`config.mk`:
```
export PLATFORM = sky130hd
export DESIGN_NAME = ct_fspu_wb_ctrl
export DESIGN_NICKNAME = d
export VERILOG_FILES = /design/src/rtl/ct_fspu_wb_pkg.sv /design/src/rtl/ct_fspu_wb_fifo.sv /design/src/rtl/ct_fspu_wb_ctrl.sv
export SDC_FILE = /design/constraint.sdc
export NUM_CORES = 1
export LEC_CHECK = 0
export CAP_MARGIN = 20
export CORE_MARGIN = 1
export CORE_UTILIZATION = 50
export DETAILED_ROUTE_END_ITERATION = 10
export DONT_BUFFER_PORTS = 1
export GPL_TIMING_DRIVEN = 1
export PLACE_DENSITY = 0.72
export RECOVER_POWER = 50
export SETUP_SLACK_MARGIN = 0.15
export SLEW_MARGIN = 20
export SYNTH_ARGS = -nofsm -noshare
export SYNTH_HDL_FRONTEND = slang
export SYNTH_SLANG_ARGS = --single-unit
```
`constraint.sdc`:
```
create_clock -name forever_cpuclk -period 2.6 [get_ports forever_cpuclk]
set_input_delay 0.39 -clock forever_cpuclk [delete_from_list [all_inputs] [get_ports forever_cpuclk]]
set_output_delay 0.39 -clock forever_cpuclk [all_outputs]
set_load 0.02 [all_outputs]
```
`src/rtl/ct_fspu_wb_pkg.sv`:
```
// Shared constants for the FSPU writeback path: pipeline latency, default widths
// and the FIFO entry layout {gpr, preg, data} (gpr in the MSB, data in the LSBs).
package ct_fspu_wb_pkg;

    localparam int FSPU_LAT   = 2;
    localparam int PREG_W_DEF = 7;
    localparam int DATA_W_DEF = 64;

    function automatic int entry_w(input int preg_w, input int data_w);
        return 1 + preg_w + data_w;
    endfunction

endpackage

```
`src/rtl/ct_fspu_wb_fifo.sv`:
```
// Generic DEPTH x W FIFO with count/full/empty; a push that finds the FIFO full
// (and no same-cycle pop) is dropped and flagged on ovf.
module ct_fspu_wb_fifo #(
    parameter int DEPTH = 4,
    parameter int W     = 72,
    localparam int PTR_W = $clog2(DEPTH),
    localparam int CNT_W = $clog2(DEPTH + 1)
) (
    input  logic             forever_cpuclk,
    input  logic             cpurst_b,
    input  logic             push,
    input  logic [W-1:0]     wdata,
    input  logic             pop,
    output logic [W-1:0]     rdata,
    output logic [CNT_W-1:0] count,
    output logic             full,
    output logic             empty,
    output logic             ovf
);

    logic [W-1:0]     mem_q [DEPTH];
    logic [W-1:0]     mem_d [DEPTH];
    logic [PTR_W-1:0] wr_ptr_q, wr_ptr_d;
    logic [PTR_W-1:0] rd_ptr_q, rd_ptr_d;
    logic [CNT_W-1:0] count_q, count_d;
    logic             push_ok, pop_ok;

    assign full  = (count_q == CNT_W'(DEPTH));
    assign empty = (count_q == '0);
    assign count = count_q;
    assign rdata = mem_q[rd_ptr_q];

    always_comb begin
        pop_ok  = pop & ~empty;
        // A full FIFO can still take a push in the same cycle its head leaves.
        push_ok = push & (~full | pop_ok);
        ovf     = push & full & ~pop_ok;
        mem_d   = mem_q;
        if (push_ok) begin
            mem_d[wr_ptr_q] = wdata;
        end
        wr_ptr_d = wr_ptr_q + PTR_W'(push_ok);
        rd_ptr_d = rd_ptr_q + PTR_W'(pop_ok);
        count_d  = count_q + CNT_W'(push_ok) - CNT_W'(pop_ok);
    end

    always_ff @(posedge forever_cpuclk or negedge cpurst_b) begin
        if (!cpurst_b) begin
            for (int i = 0; i < DEPTH; i++) begin
                mem_q[i] <= '0;
            end
            wr_ptr_q <= '0;
            rd_ptr_q <= '0;
            count_q  <= '0;
        end else begin
            mem_q    <= mem_d;
            wr_ptr_q <= wr_ptr_d;
            rd_ptr_q <= rd_ptr_d;
            count_q  <= count_d;
        end
    end

endmodule

```
`src/rtl/ct_fspu_wb_ctrl.sv`:
```
// FSPU result receiver: tracks ops EX1->EX3, captures EX3 results into a FIFO,
// drains it to the writeback port and issues credits so the FIFO never overflows.
module ct_fspu_wb_ctrl
    import ct_fspu_wb_pkg::*;
#(
    parameter int DEPTH  = 4,
    parameter int PREG_W = PREG_W_DEF,
    parameter int DATA_W = DATA_W_DEF
) (
    input  logic              forever_cpuclk,
    input  logic              cpurst_b,
    input  logic              ex1_fspu_issue_vld,
    input  logic [PREG_W-1:0] ex1_fspu_dst_preg,
    input  logic              ex1_fspu_dst_gpr,
    input  logic              rtu_yy_flush,
    input  logic              fspu_forward_r_vld,
    input  logic [DATA_W-1:0] fspu_forward_result,
    input  logic [DATA_W-1:0] fspu_mfvr_data,
    output logic              fspu_issue_allow,
    output logic              fspu_wb_vld,
    output logic              fspu_wb_gpr,
    output logic [PREG_W-1:0] fspu_wb_preg,
    output logic [DATA_W-1:0] fspu_wb_data,
    input  logic              wb_fspu_grant,
    output logic              fspu_wb_err
);

    localparam int ENT_W = entry_w(PREG_W, DATA_W);
    localparam int CNT_W = $clog2(DEPTH + 1);
    localparam int OCC_W = $clog2(DEPTH + FSPU_LAT + 1);

    // Stage 0 is EX2, stage FSPU_LAT-1 is EX3.
    logic [FSPU_LAT-1:0]             trk_vld_q, trk_vld_d;
    logic [FSPU_LAT-1:0]             trk_gpr_q, trk_gpr_d;
    logic [FSPU_LAT-1:0][PREG_W-1:0] trk_preg_q, trk_preg_d;
    logic                            err_q, err_d;

    logic [CNT_W-1:0]  fifo_count;
    logic              fifo_full, fifo_empty, fifo_ovf;
    logic [ENT_W-1:0]  push_ent, head_ent;
    logic              push, pop, issue_ok, proto_err;
    logic              ex3_vld, ex3_gpr;
    logic [PREG_W-1:0] ex3_preg;
    logic [OCC_W-1:0]  occ;

    always_comb begin
        // Credit uses registered occupancy only; a pop frees its slot a cycle later.
        occ = OCC_W'(fifo_count);
        for (int i = 0; i < FSPU_LAT; i++) begin
            occ = occ + OCC_W'(trk_vld_q[i]);
        end
        fspu_issue_allow = ~fifo_full & (occ < OCC_W'(DEPTH));
        issue_ok         = ex1_fspu_issue_vld & fspu_issue_allow & ~rtu_yy_flush;

        ex3_vld  = trk_vld_q[FSPU_LAT-1];
        ex3_gpr  = trk_gpr_q[FSPU_LAT-1];
        ex3_preg = trk_preg_q[FSPU_LAT-1];

        trk_vld_d[0]  = issue_ok;
        trk_gpr_d[0]  = ex1_fspu_dst_gpr;
        trk_preg_d[0] = ex1_fspu_dst_preg;
        for (int i = 1; i < FSPU_LAT; i++) begin
            trk_vld_d[i]  = trk_vld_q[i-1];
            trk_gpr_d[i]  = trk_gpr_q[i-1];
            trk_preg_d[i] = trk_preg_q[i-1];
        end
        if (rtu_yy_flush) begin
            trk_vld_d = '0;
        end

        push     = ex3_vld & ~rtu_yy_flush;
        push_ent = {ex3_gpr, ex3_preg, ex3_gpr ? fspu_mfvr_data : fspu_forward_result};

        fspu_wb_vld = ~fifo_empty;
        pop         = fspu_wb_vld & wb_fspu_grant;
        {fspu_wb_gpr, fspu_wb_preg, fspu_wb_data} = fspu_wb_vld ? head_ent : '0;

        proto_err = ~rtu_yy_flush &
                    ((ex1_fspu_issue_vld & ~fspu_issue_allow) |
                     (fspu_forward_r_vld & (~ex3_vld | ex3_gpr)) |
                     (ex3_vld & ~ex3_gpr & ~fspu_forward_r_vld));
        err_d       = err_q | proto_err | fifo_ovf;
        fspu_wb_err = err_q;
    end

    always_ff @(posedge forever_cpuclk or negedge cpurst_b) begin
        if (!cpurst_b) begin
            trk_vld_q  <= '0;
            trk_gpr_q  <= '0;
            trk_preg_q <= '0;
            err_q      <= 1'b0;
        end else begin
            trk_vld_q  <= trk_vld_d;
            trk_gpr_q  <= trk_gpr_d;
            trk_preg_q <= trk_preg_d;
            err_q      <= err_d;
        end
    end

    ct_fspu_wb_fifo #(
        .DEPTH (DEPTH),
        .W     (ENT_W)
    ) u_fifo (
        .forever_cpuclk (forever_cpuclk),
        .cpurst_b       (cpurst_b),
        .push           (push),
        .wdata          (push_ent),
        .pop            (pop),
        .rdata          (head_ent),
        .count          (fifo_count),
        .full           (fifo_full),
        .empty          (fifo_empty),
        .ovf            (fifo_ovf)
    );

endmodule

```
After elaboration in Yosys (flattened, before gate mapping):

Cells that the tools add are included.

* magnitude comparators: 4
* add/sub/neg operators: 6
* mux-type cells: 9
* equal/unequal tests: 1
* bitwise logic cells: 30
* reductions and logical operators: 2

Operator list (count)
* bitwise mux 288 bit: 1
* 2-to-1 mux 72 bit: 4
* binary-select mux 72 bit (select 2 bit): 1
* demux 72 bit (select 2 bit): 1
* 2-to-1 mux 64 bit: 1
* bitwise AND 1 bit: 14
* adder 3 x 1 -> 3 bit: 3
* inverter 1 bit: 8
* >= comparator 3 bit (second input constant): 2
* inverter 2 -> 3 bit: 2
* OR 1 bit: 6
* adder 2 x 1 -> 2 bit: 2
* == test 3 bit (second input constant): 1
* logical NOT 3 bit: 1
* < comparator 3 x 1 -> 1 bit (second input constant): 1
* < comparator 3 bit (second input constant): 1
* subtractor 3 x 1 -> 3 bit: 1
* 2-to-1 mux 2 bit: 1
* logical AND 1 bit: 1

* bits of input ports: 142
* bits in registers: 314
* logic and storage cells: 64
* output and inout port bits: 75

Longest topological paths before layout:

Gate-level depths: netlist of run 1.

* word-level depth: 11
* mapped depth: 9
* gate-level depth less buffers: 8

Cells and area by module:

Synthesis of run 1 repeated with hierarchy kept, for this count alone.

* cells, all modules: 916
* area total of the unflattened synthesis: 14960.6 um^2

By module, submodules not included
* ct_fspu_wb_fifo: times used 1, seq. area each 7382.1 um^2, cells an instance 729, area an instance 13118.8 um^2
* ct_fspu_wb_ctrl: times used 1, seq. area each 475.5 um^2, cells an instance 187, area an instance 1841.8 um^2

Least setup slack after synthesis of run 1:

Ideal clock, no wire load.

* path type: reg-to-reg
* start point: reg u_fifo.count_q[0] (netlist: u_fifo.count[0])
* end point: reg u_fifo.count_q[2] (netlist: u_fifo.count[2])
* path buffers: 1
* slack: 0.176 ns
* arrival: 2.344 ns
* cell stages (with the launch flop): 10
* path through: dfrtp_1 or3_1 clkbuf_1 and2_1 ha_1 inv_1 ha_1 fa_1 xnor2_1 xnor2_1

* word-level cells in the longest chain between the ends: 8
* elaborated cells on any way between the ends: 10

Ends and longest elaborated chain
* start: declaration: RTL line ct_fspu_wb_fifo.sv:25 `logic [CNT_W-1:0] count_q, count_d;`
* start signal: assignment: RTL line ct_fspu_wb_fifo.sv:59 `count_q <= count_d;`
* logical NOT 3 bit: RTL line ct_fspu_wb_fifo.sv:29 `assign empty = (count_q == '0);`
* inverter 1 bit: RTL line ct_fspu_wb_fifo.sv:34, ct_fspu_wb_ctrl.sv:74
* bitwise AND 1 bit: RTL line ct_fspu_wb_ctrl.sv:75 `pop = fspu_wb_vld & wb_fspu_grant;`
* bitwise AND 1 bit: RTL line ct_fspu_wb_fifo.sv:34 `pop_ok = pop & ~empty;`
* OR 1 bit: RTL line ct_fspu_wb_fifo.sv:36 `push_ok = push & (~full | pop_ok);`
* bitwise AND 1 bit: RTL line ct_fspu_wb_fifo.sv:36
* adder 3 x 1 -> 3 bit: RTL line ct_fspu_wb_fifo.sv:44 `count_d = count_q + CNT_W'(push_ok) - CNT_W'(pop_ok);`
* subtractor 3 x 1 -> 3 bit (*): RTL line ct_fspu_wb_fifo.sv:44
* net u_fifo.count_d[2]: RTL line ct_fspu_wb_fifo.sv:25

The timed path passes the listed nets; every way through them passes the cells marked *.
A chain may end at the register's enable or synchronous reset.

Worst setup path in the final report of run 1:

* start point: reg u_fifo.count_q[0] (netlist: u_fifo.count[0])
* end point: out fspu_issue_allow

* word-level cells in the longest chain between the ends: 4
* elaborated cells on any way between the ends: 6

Ends and longest elaborated chain
* adder 3 x 1 -> 3 bit (2 in series): RTL line ct_fspu_wb_ctrl.sv:50 `occ = occ + OCC_W'(trk_vld_q[i]);`
* < comparator 3 bit: RTL line ct_fspu_wb_ctrl.sv:52 `fspu_issue_allow = ~fifo_full & (occ < OCC_W'(DEPTH));`
* bitwise AND 1 bit (*): RTL line ct_fspu_wb_ctrl.sv:52
* end: declaration: RTL line ct_fspu_wb_ctrl.sv:19 `output logic fspu_issue_allow,`

Mark *: on every way between the ends. The rest lies on a longest branch, timed or not.

==> reports/qor.txt, run 1 <==
Status -> finished with violations
Violated checks -> hold timing
Layout Nets -> 1332
CTS clk-pin slew, worst paths -> 50 ps
Mapped Avg Cell Area -> 11.75 um^2
Core Area -> 0.02725 mm^2
Gr usage total -> 21.14%
Initial antenna violation count -> 1
DR iter-0 viols -> 643
Synth Register Bits -> 314
WP data required -> 2210 ps
I/O pin cnt -> 217
Critical Path Source Type -> flip-flop
Final Wtd Congestion -> 0.7258
Vias per std cell -> 5.587
Peak supply drop -> 0.5847 mV
Synth Instances -> 1192
Area Growth Syn to Fin -> 12.69%
Critical path peak fanout -> 3
HP Class -> in -> async
Static leakage -> 7.159 nW
Final antenna-violating net count -> 0
Pwr dens -> 1197 mW/mm^2
Global-route wire length before repair -> 47.58 mm
Share of the synthesized area in the top cell type -> 56.09%
Drt drc -> 0
Ys async rst share -> 100.0%
WS Path Type -> reg -> out
F_max -> 0.4099 GHz
Chip Width -> 169.4 um
Final Hold Vio Count -> 314
Post-synth top area cell -> dfrtp_1
Critical path capture point type -> primary output
Share of layout cells above drive strength 1 -> 19.12%
Clock Latency Late Sink -> 490 ps
Die H -> 169.4 um
Routed wire per std cell -> 18.42 um
CTS tree -> built
Most numerous cell in the Yosys netlist -> dfrtp_1
Hold Buf Count CTS -> 9
Worst-Margin Slew -> 965.3 ps
RSZ-0062 raised after global routing -> true
Post-synth EDFFs -> 0
IO buf count -> 0
Setup violations, final -> 0
Worst clock skew -> 21.41 ps
Synthesized Nets -> 1340
Via Count -> 8833
Die ar. -> 0.02869 mm^2
Post-Synthesis Cell Area -> 0.01401 mm^2
Yosys warning count -> 0
H-tree depth -> 2
Total negative slack -> 0 ps
Commonest cells post-synth -> 314 x dfrtp_1, 194 x a21oi_1, 194 x nor2_1
Num CTS Buffers -> 35
Synth top area cells -> dfrtp_1 56%, mux4_2 12%, a21oi_1 6.9%
CTS max path bufs -> 3
Crit path arrival time -> 2050 ps
Pin count of the biggest net entering global routing -> 315
Tcrit/Tclk final -> 93.84%
Number of global-route vias before repair -> 9152
Clk Tree Root Cell -> clkbuf_16
Final Max Slew Viols -> 0
Row count -> 60
HPWL after DPL -> 17.64 mm
Initial Utilization -> 51.40%
Fin util -> 57.93%
Sequential share of the synthesized area -> 56.09%
Worst rel slew slack -> 34.74%
Synth Flop Type -> dfrtp_1
TritonCTS sink count -> 314
DR pass1 iterations -> 5
Routed WL -> 29.12 mm
Period minus WS final -> 2440 ps
GR Overflow Total -> 0
Hold_ws -> -399.5 ps
Synth unique cells -> 32
MaxCap Viol Count -> 0
placed cells by master (no fill, tap or decap), drive strengths merged, types with 4 or more instances in the layout:
cell type    count
nor2           194
a21oi          194
mux4            72
clkinv           5
mux2i           64
ha               5
buf             37
dlygate4sd3      9
dfrtp          314
inv              6
xnor2            4
nand2           64
clkbuf          56
and2            73
mux2            32
o21ai           64
worst max-delay path, stage by stage (launching register included):
cell	delay, ps
dfrtp_1	380
buf_4	150
ha_1	260
a21oi_1	170
nor2_1	80
xnor2_1	520
cells by family after synthesis:
kind of cell	after synthesis	synth area share, %
buf+inv	97	4.019
flops	314	56.09
xor+xnor	6	0.3751
fa+ha+maj	6	0.5895
compound gates	259	9.280
simple gates	342	10.92
mux	168	18.72
flip-flops by register name, indices dropped and copies added (netlist names):
signal / count
trk_gpr_q: 2
u_fifo.wr_ptr_q: 2
fspu_wb_err: 1
trk_preg_d: 7
u_fifo.mem_q: 288
u_fifo.count: 3
ex3_preg: 7
trk_vld_q: 2
u_fifo.rd_ptr_q: 2
path summary, 6_finish.rpt:
| kind | start | to | cells past startpoint | slack [ps] |
|---|---|---|---|---|
| max | u_fifo.count[0] | fspu_issue_allow | 5 | 160 |
| min | cpurst_b | u_fifo.mem_q[56] | 0 | -400 |
| max reg2reg | u_fifo.count[1] | u_fifo.count[2] | 8 | 280 |
| min reg2reg | trk_preg_d[9] | ex3_preg[2] | 0 | 350 |
| max in group asynchronous | cpurst_b | u_fifo.mem_q[217] | 0 | 2430 |
| min in group forever_cpuclk | rtu_yy_flush | fspu_wb_err | 1 | 30 |
routing by layer:
layer / wire length (um) / GRT usage [%]
met5: 0 / 0
met4: 481 / 5.601
met1: 12980 / 29.23
met2: 14170 / 34.66
met3: 1496 / 3.801
stage by stage:
step | power (mW) | std cells | worst slack [ps] | instance area [um^2]
global route | 20.05 | 1580 | 37.71 | 15780
detailed placement | 13.85 | 1501 | 186.8 | 14400
floorplan | 12.40 | 1192 | 176.3 | 14010
finish | 18.89 | 1581 | 160.1 | 15790
global placement | 13.60 | 1501 | 232.1 | 14400
CTS | 18.75 | 1575 | 121.2 | 15670
area by class of cell:
class,count,area [um^2]
inverters,5,18.77
fillers,2220,11460
multi-input cells,781,5688
clock buffers,55,1051
flip-flops and latches,314,7870
well taps,372,465.4
clock inverters,6,33.78
diodes,1,2.502
repair buffers,47,656.9
power by group:
group          internal [mW]  total [mW]  switching, mW  leakage (nW)
Clock                   2.77        4.59           1.82         0.539
Combinational           3.36        6.86           3.50          2.55
Sequential              6.54        7.45          0.907          4.07
Total                   12.7        18.9           6.23          7.16
repair_timing:
action | in CTS | in global routing
endpoints found under the hold margin | 323 | 314
pin swaps | 1 | 0
setup buffers | 4 | 4
setup endpoints to repair | 73 | 74
gates cloned | 0 | 1
resized for setup | 8 | 62
(Power assumes the default switching activity.)
==> run 2: changes to the inputs <==
--- a/config.mk
+++ b/config.mk
@@ -7,12 +7,11 @@
 export LEC_CHECK = 0
 export CAP_MARGIN = 20
 export CORE_MARGIN = 1
-export CORE_UTILIZATION = 50
+export CORE_UTILIZATION = 53
 export DETAILED_ROUTE_END_ITERATION = 10
 export DONT_BUFFER_PORTS = 1
 export GPL_TIMING_DRIVEN = 1
-export PLACE_DENSITY = 0.72
-export RECOVER_POWER = 50
+export PLACE_DENSITY = 0.75
 export SETUP_SLACK_MARGIN = 0.15
 export SLEW_MARGIN = 20
 export SYNTH_ARGS = -nofsm -noshare
==> reports/qor.txt, run 2 (synthesis results as in run 1) <==
Share of layout cells above drive strength 1 -> 22.17%
R2R Setup Slk -> 250 ps
Worst rel slew slack -> 59.43%
Total negative slack -> 0 ps
Max reg flops -> 288
Initial Utilization -> 53.91%
Multi-input logic area -> 0.005814 mm^2
Placed insts -> 1459
GR Overflow Total -> 0
Final Power -> 19.68 mW
Chip Width -> 164.6 um
RSZ-0062 raised after global routing -> true
HPWL after DPL -> 17.67 mm
HP Class -> in -> async
WP data required -> 2210 ps
Peak supply drop -> 0.7868 mV
DR iter-0 viols -> 752
Largest reg by FF count -> u_fifo.mem_q
Layout Nets -> 1334
CTS max path bufs -> 3
Non-filler instance count after layout -> 1545
Critical path capture point type -> primary output
Setup violations, final -> 0
Status -> finished with violations
FF-to-FF Start -> u_fifo.count[2]
Area Growth Syn to Fin -> 13.45%
Via Count -> 8910
Number of global-route vias before repair -> 8991
Hold_ws -> -427.1 ps
Place WS -> 146.2 ps
Num CTS Buffers -> 35
Filler cell count -> 2039
Critical Path Source -> u_fifo.rd_ptr_q[0]
Clock Latency Late Sink -> 510 ps
Final Wtd Congestion -> 0.7574
H-tree depth -> 2
DR pass1 iterations -> 5
Drt drc -> 0
Period minus WS final -> 2424 ps
Hold Buf Count CTS -> 9
CTS tree -> built
Final worst slack -> 175.8 ps
Violated checks -> hold timing
Pin count of the biggest net entering global routing -> 315
Most common cell after layout, fill and taps aside -> dfrtp_1
Row count -> 59
Gr usage total -> 22.19%
Fin util -> 61.16%
Critical path peak fanout -> 8
Core Area -> 0.02598 mm^2
MaxCap Viol Count -> 0
Worst-Margin Slew -> 608.5 ps
Static leakage -> 7.245 nW
Final Max Slew Viols -> 0
Vias per std cell -> 5.767
Final Hold Vio Count -> 314
Pwr dens -> 1238 mW/mm^2
Global-route wire length before repair -> 46.90 mm
Most frequent cells in the layout -> 310 x dfrtp_1, 194 x a21oi_1, 194 x nor2_1
CTS clk-pin slew, worst paths -> 60 ps
Register area -> 0.007870 mm^2
Worst clock skew -> 11.08 ps
Routed WL -> 30.82 mm
Die ar. -> 0.02708 mm^2
Final antenna-violating net count -> 0
Initial antenna violation count -> 1
Crit path arrival time -> 2030 ps
Clk Tree Root Cell -> clkbuf_16
Tcrit/Tclk final -> 93.24%
TritonCTS sink count -> 314
F_max -> 0.4125 GHz
I/O pin cnt -> 217
Critical Path Source Type -> flip-flop
Routed wire per std cell -> 19.95 um
Die H -> 164.6 um
WS Path Type -> reg -> out
IO buf count -> 0
R2R cell count -> 8
run 2: cell count changes in the layout (fill, tap and decap cells not counted), sizes merged:
| cell | change |
|---|---|
| buf | -3 |
| bufinv | +2 |
| clkbuf | -3 |
| clkinv | +2 |
| clkinvlp | +2 |
| nand4bb | +1 |
run 2: cell type report:
class	count	share of cell area (%)
clock buffers	48	6.267
clock inverters	12	0.8188
well taps	335	2.637
multi-input cells	782	36.58
flip-flops and latches	314	49.52
diodes	1	0.01575
inverters	5	0.1181
repair buffers	48	4.039
run 2: worst max-delay path, stage by stage, from the launching register on:
cell and delay, ps:
dfrtp_4 440, buf_12 170, clkbuf_16 190, mux4_2 520
and2_4 200
run 2: stage by stage:
stage,instance area [um^2],hold slack (ps)
after floorplan,14010,94.41
after global placement,14200,107.5
after detailed placement,14200,105.1
after CTS,15470,-441.1
after global routing,15890,-449.2
final,15890,-427.1
run 2: repair_timing:
action	4_1_cts	5_1_grt
pin swaps	1	2
setup endpoints to repair	74	82
cloned	0	8
hold endpoints to repair	324	314
resized for setup	7	132
buffers inserted	2	6
run 2: metal layers:
metal	share of wire, %	vias to the layer above	global-route usage, %
met5	0	-	0
met4	1.6	0	5.922
met3	6.4	43	4.495
met2	50	299	36.12
met1	42	4433	30.54
li1	-	4135	-
run 2: final timing paths:
kind / endpoint
setup / recovery: fspu_wb_data[33]
hold / removal: u_fifo.mem_q[229]
setup reg to reg: u_fifo.mem_q[102]
hold reg to reg: ex3_preg[3]
max in group asynchronous: trk_gpr_q[1]
min in group forever_cpuclk: trk_vld_q[0]
run 2: power breakdown:
part	leakage [nW]	total, mW	internal [mW]	switching (mW)
Clock	0.551	4.81	2.89	1.92
Sequential	4.07	7.50	6.54	0.963
Combinational	2.63	7.37	3.72	3.65
Total	7.24	19.7	13.1	6.54
==> run 3: changes to the inputs <==
--- a/config.mk
+++ b/config.mk
@@ -7,11 +7,11 @@
 export LEC_CHECK = 0
 export CAP_MARGIN = 20
 export CORE_MARGIN = 1
-export CORE_UTILIZATION = 53
+export CORE_UTILIZATION = 40
 export DETAILED_ROUTE_END_ITERATION = 10
 export DONT_BUFFER_PORTS = 1
 export GPL_TIMING_DRIVEN = 1
-export PLACE_DENSITY = 0.75
+export PLACE_DENSITY = 0.61
 export SETUP_SLACK_MARGIN = 0.15
 export SLEW_MARGIN = 20
 export SYNTH_ARGS = -nofsm -noshare
==> reports/qor.txt, run 3 (synthesis results as in run 1) <==
Status -> finished with violations
Violated checks -> hold timing
Final Max Slew Viols -> 0
Routed WL -> 31.94 mm
Gr usage total -> 17.54%
Number of global-route vias before repair -> 8836
Static leakage -> 7.339 nW
DR pass1 iterations -> 5
Sequential share of power -> 36.8%
P_int -> 13.54 mW
Final Hold Vio Count -> 314
Routed wire per std cell -> 19.04 um
Chip Width -> 189.1 um
Hold Buf Count CTS -> 9
Total negative slack -> 0 ps
F_max -> 0.4067 GHz
Critical path peak fanout -> 7
Global-route wire length before repair -> 49.44 mm
CP Buf/Inv Count -> 2
Via Count -> 8785
WP data required -> 2210 ps
Final antenna-violating net count -> 0
Crit path max-delay family -> multiplexers
HPWL after DPL -> 17.82 mm
Peak supply drop -> 0.6441 mV
Worst clock skew -> 14.95 ps
Num CTS Buffers -> 38
I/O pin cnt -> 217
Register area -> 0.007870 mm^2
CTS tree -> built
Crit-path max cell delay -> 520 ps
Comb pwr share -> 36.6%
Pwr dens -> 1241 mW/mm^2
Final Power -> 20.18 mW
Worst rel slew slack -> 57.39%
CTS max path bufs -> 3
Drt drc -> 0
Clock share of power -> 26.6%
Initial Utilization -> 40.55%
Hold_ws -> -427.0 ps
GR Overflow Total -> 0
Clock Latency Late Sink -> 520 ps
TritonCTS sink count -> 314
IO buf count -> 0
Die H -> 189.1 um
Net switching power -> 6.636 mW
H-tree depth -> 2
Period minus WS final -> 2459 ps
Setup violations, final -> 0
Row count -> 68
Sw Ratio -> 32.89%
Max reg flops -> 288
Multi-input logic area -> 0.005772 mm^2
Most frequent cells in the layout -> 310 x dfrtp_1, 194 x a21oi_1, 194 x nor2_1
Clk Tree Root Cell -> clkbuf_16
Area Growth Syn to Fin -> 16.04%
Final Wtd Congestion -> 0.7427
Pin count of the biggest net entering global routing -> 315
Slowest-stage cell, CP -> mux4_2
RSZ-0062 raised after global routing -> true
Initial antenna violation count -> 2
Worst-Margin Slew -> 637.7 ps
CTS clk-pin slew, worst paths -> 60 ps
Crit path arrival time -> 2070 ps
DR iter-0 viols -> 455
Vias per std cell -> 5.239
WS Path Type -> reg -> out
Largest reg by FF count -> u_fifo.mem_q
Finished Cell Area -> 0.01626 mm^2
Area after DPL -> 0.01442 mm^2
Layout Nets -> 1339
Critical-path cell list -> buf_6 > buf_16 > mux4_2 > and2_1
Most common cell after layout, fill and taps aside -> dfrtp_1
Filler cell count -> 3136
HP Class -> in -> async
Tcrit/Tclk final -> 94.58%
Die ar. -> 0.03577 mm^2
MaxCap Viol Count -> 0
Critical Path Source Type -> flip-flop
Share of layout cells above drive strength 1 -> 21.70%
Critical path capture point type -> primary output
Core Area -> 0.03454 mm^2
-- run 3: cell count changes in the layout (fill, tap and decap cells not counted), moves of 2 or more --
cell | before | now
clkbuf_16 | 41 | 43
clkbuf_1 | 7 | 11
bufinv_16 | 2 | 4
buf_12 | 8 | 14
and2_1 | 12 | 23
clkbuf_8 | 5 | 7
and2_4 | 59 | 49
buf_4 | 21 | 17
-- run 3: path summary, 6_finish.rpt --
path | startpoint | end | slack (ps) | cells past startpoint
max | u_fifo.rd_ptr_q[0] | fspu_wb_data[31] | 140 | 4
min | cpurst_b | u_fifo.mem_q[126] | -430 | 0
max reg2reg | u_fifo.count[1] | u_fifo.count[2] | 320 | 8
min reg2reg | trk_preg_d[11] | ex3_preg[4] | 340 | 0
max in group asynchronous | cpurst_b | u_fifo.mem_q[209] | 2560 | 0
min in group forever_cpuclk | ex1_fspu_issue_vld | trk_vld_q[0] | 40 | 1
-- run 3: area by class of cell --
class	count	area share, %
antenna	1	0.01539
clock buffer	56	6.696
clock inverter	14	1.178
inverter	5	0.1155
multi-input combinational	781	35.51
sequential	314	48.41
tap	455	3.502
timing repair buffer	51	4.572
-- run 3: worst reg2reg max path, delay by kind of cell (launching register included) --
family | cells | cell delay (ps)
xor gates and xnor gates | 2 | 270
adders and majority gates | 3 | 870
buffers and inverters | 1 | 40
DFF | 1 | 410
and+or+nand+nor | 2 | 580
-- run 3: power groups by stage --
stage	Sequential, mW	Combinational (mW)	Clock (mW)
after floorplan	7.18	5.22	0
after global placement	7.49	6.05	0
after detailed placement	7.56	6.19	0
after CTS	7.48	6.36	5.51
after global routing	7.66	8.03	5.70
final	7.43	7.38	5.36
-- run 3: timing repair --
item,4_1_cts,5_1_grt
endpoints found under the hold margin,324,314
resized for setup,4,113
setup buffers,1,7
cloned,1,8
endpoints found under the setup margin,73,73
-- run 3: per-layer routing --
layer / vias up / GRT usage (%) / share of wire (%)
li1: 4147 / - / -
met1: 4395 / 25.32 / 47
met2: 206 / 27.16 / 47
met3: 35 / 3.689 / 5.0
met4: 2 / 4.032 / 1.4
met5: - / 0 / 0.041
-- run 3: through the flow --
step	hold WS [ps]	worst slack, ps	utilization, %	cells
final	-427.0	141.0	47.06	1677
after global routing	-458.8	76.33	47.06	1677
after CTS	-443.4	45.03	45.88	1661
after detailed placement	111.7	192.1	41.75	1580
after global placement	110.6	237.0	41.75	1580
after floorplan	94.41	176.3	-	1192
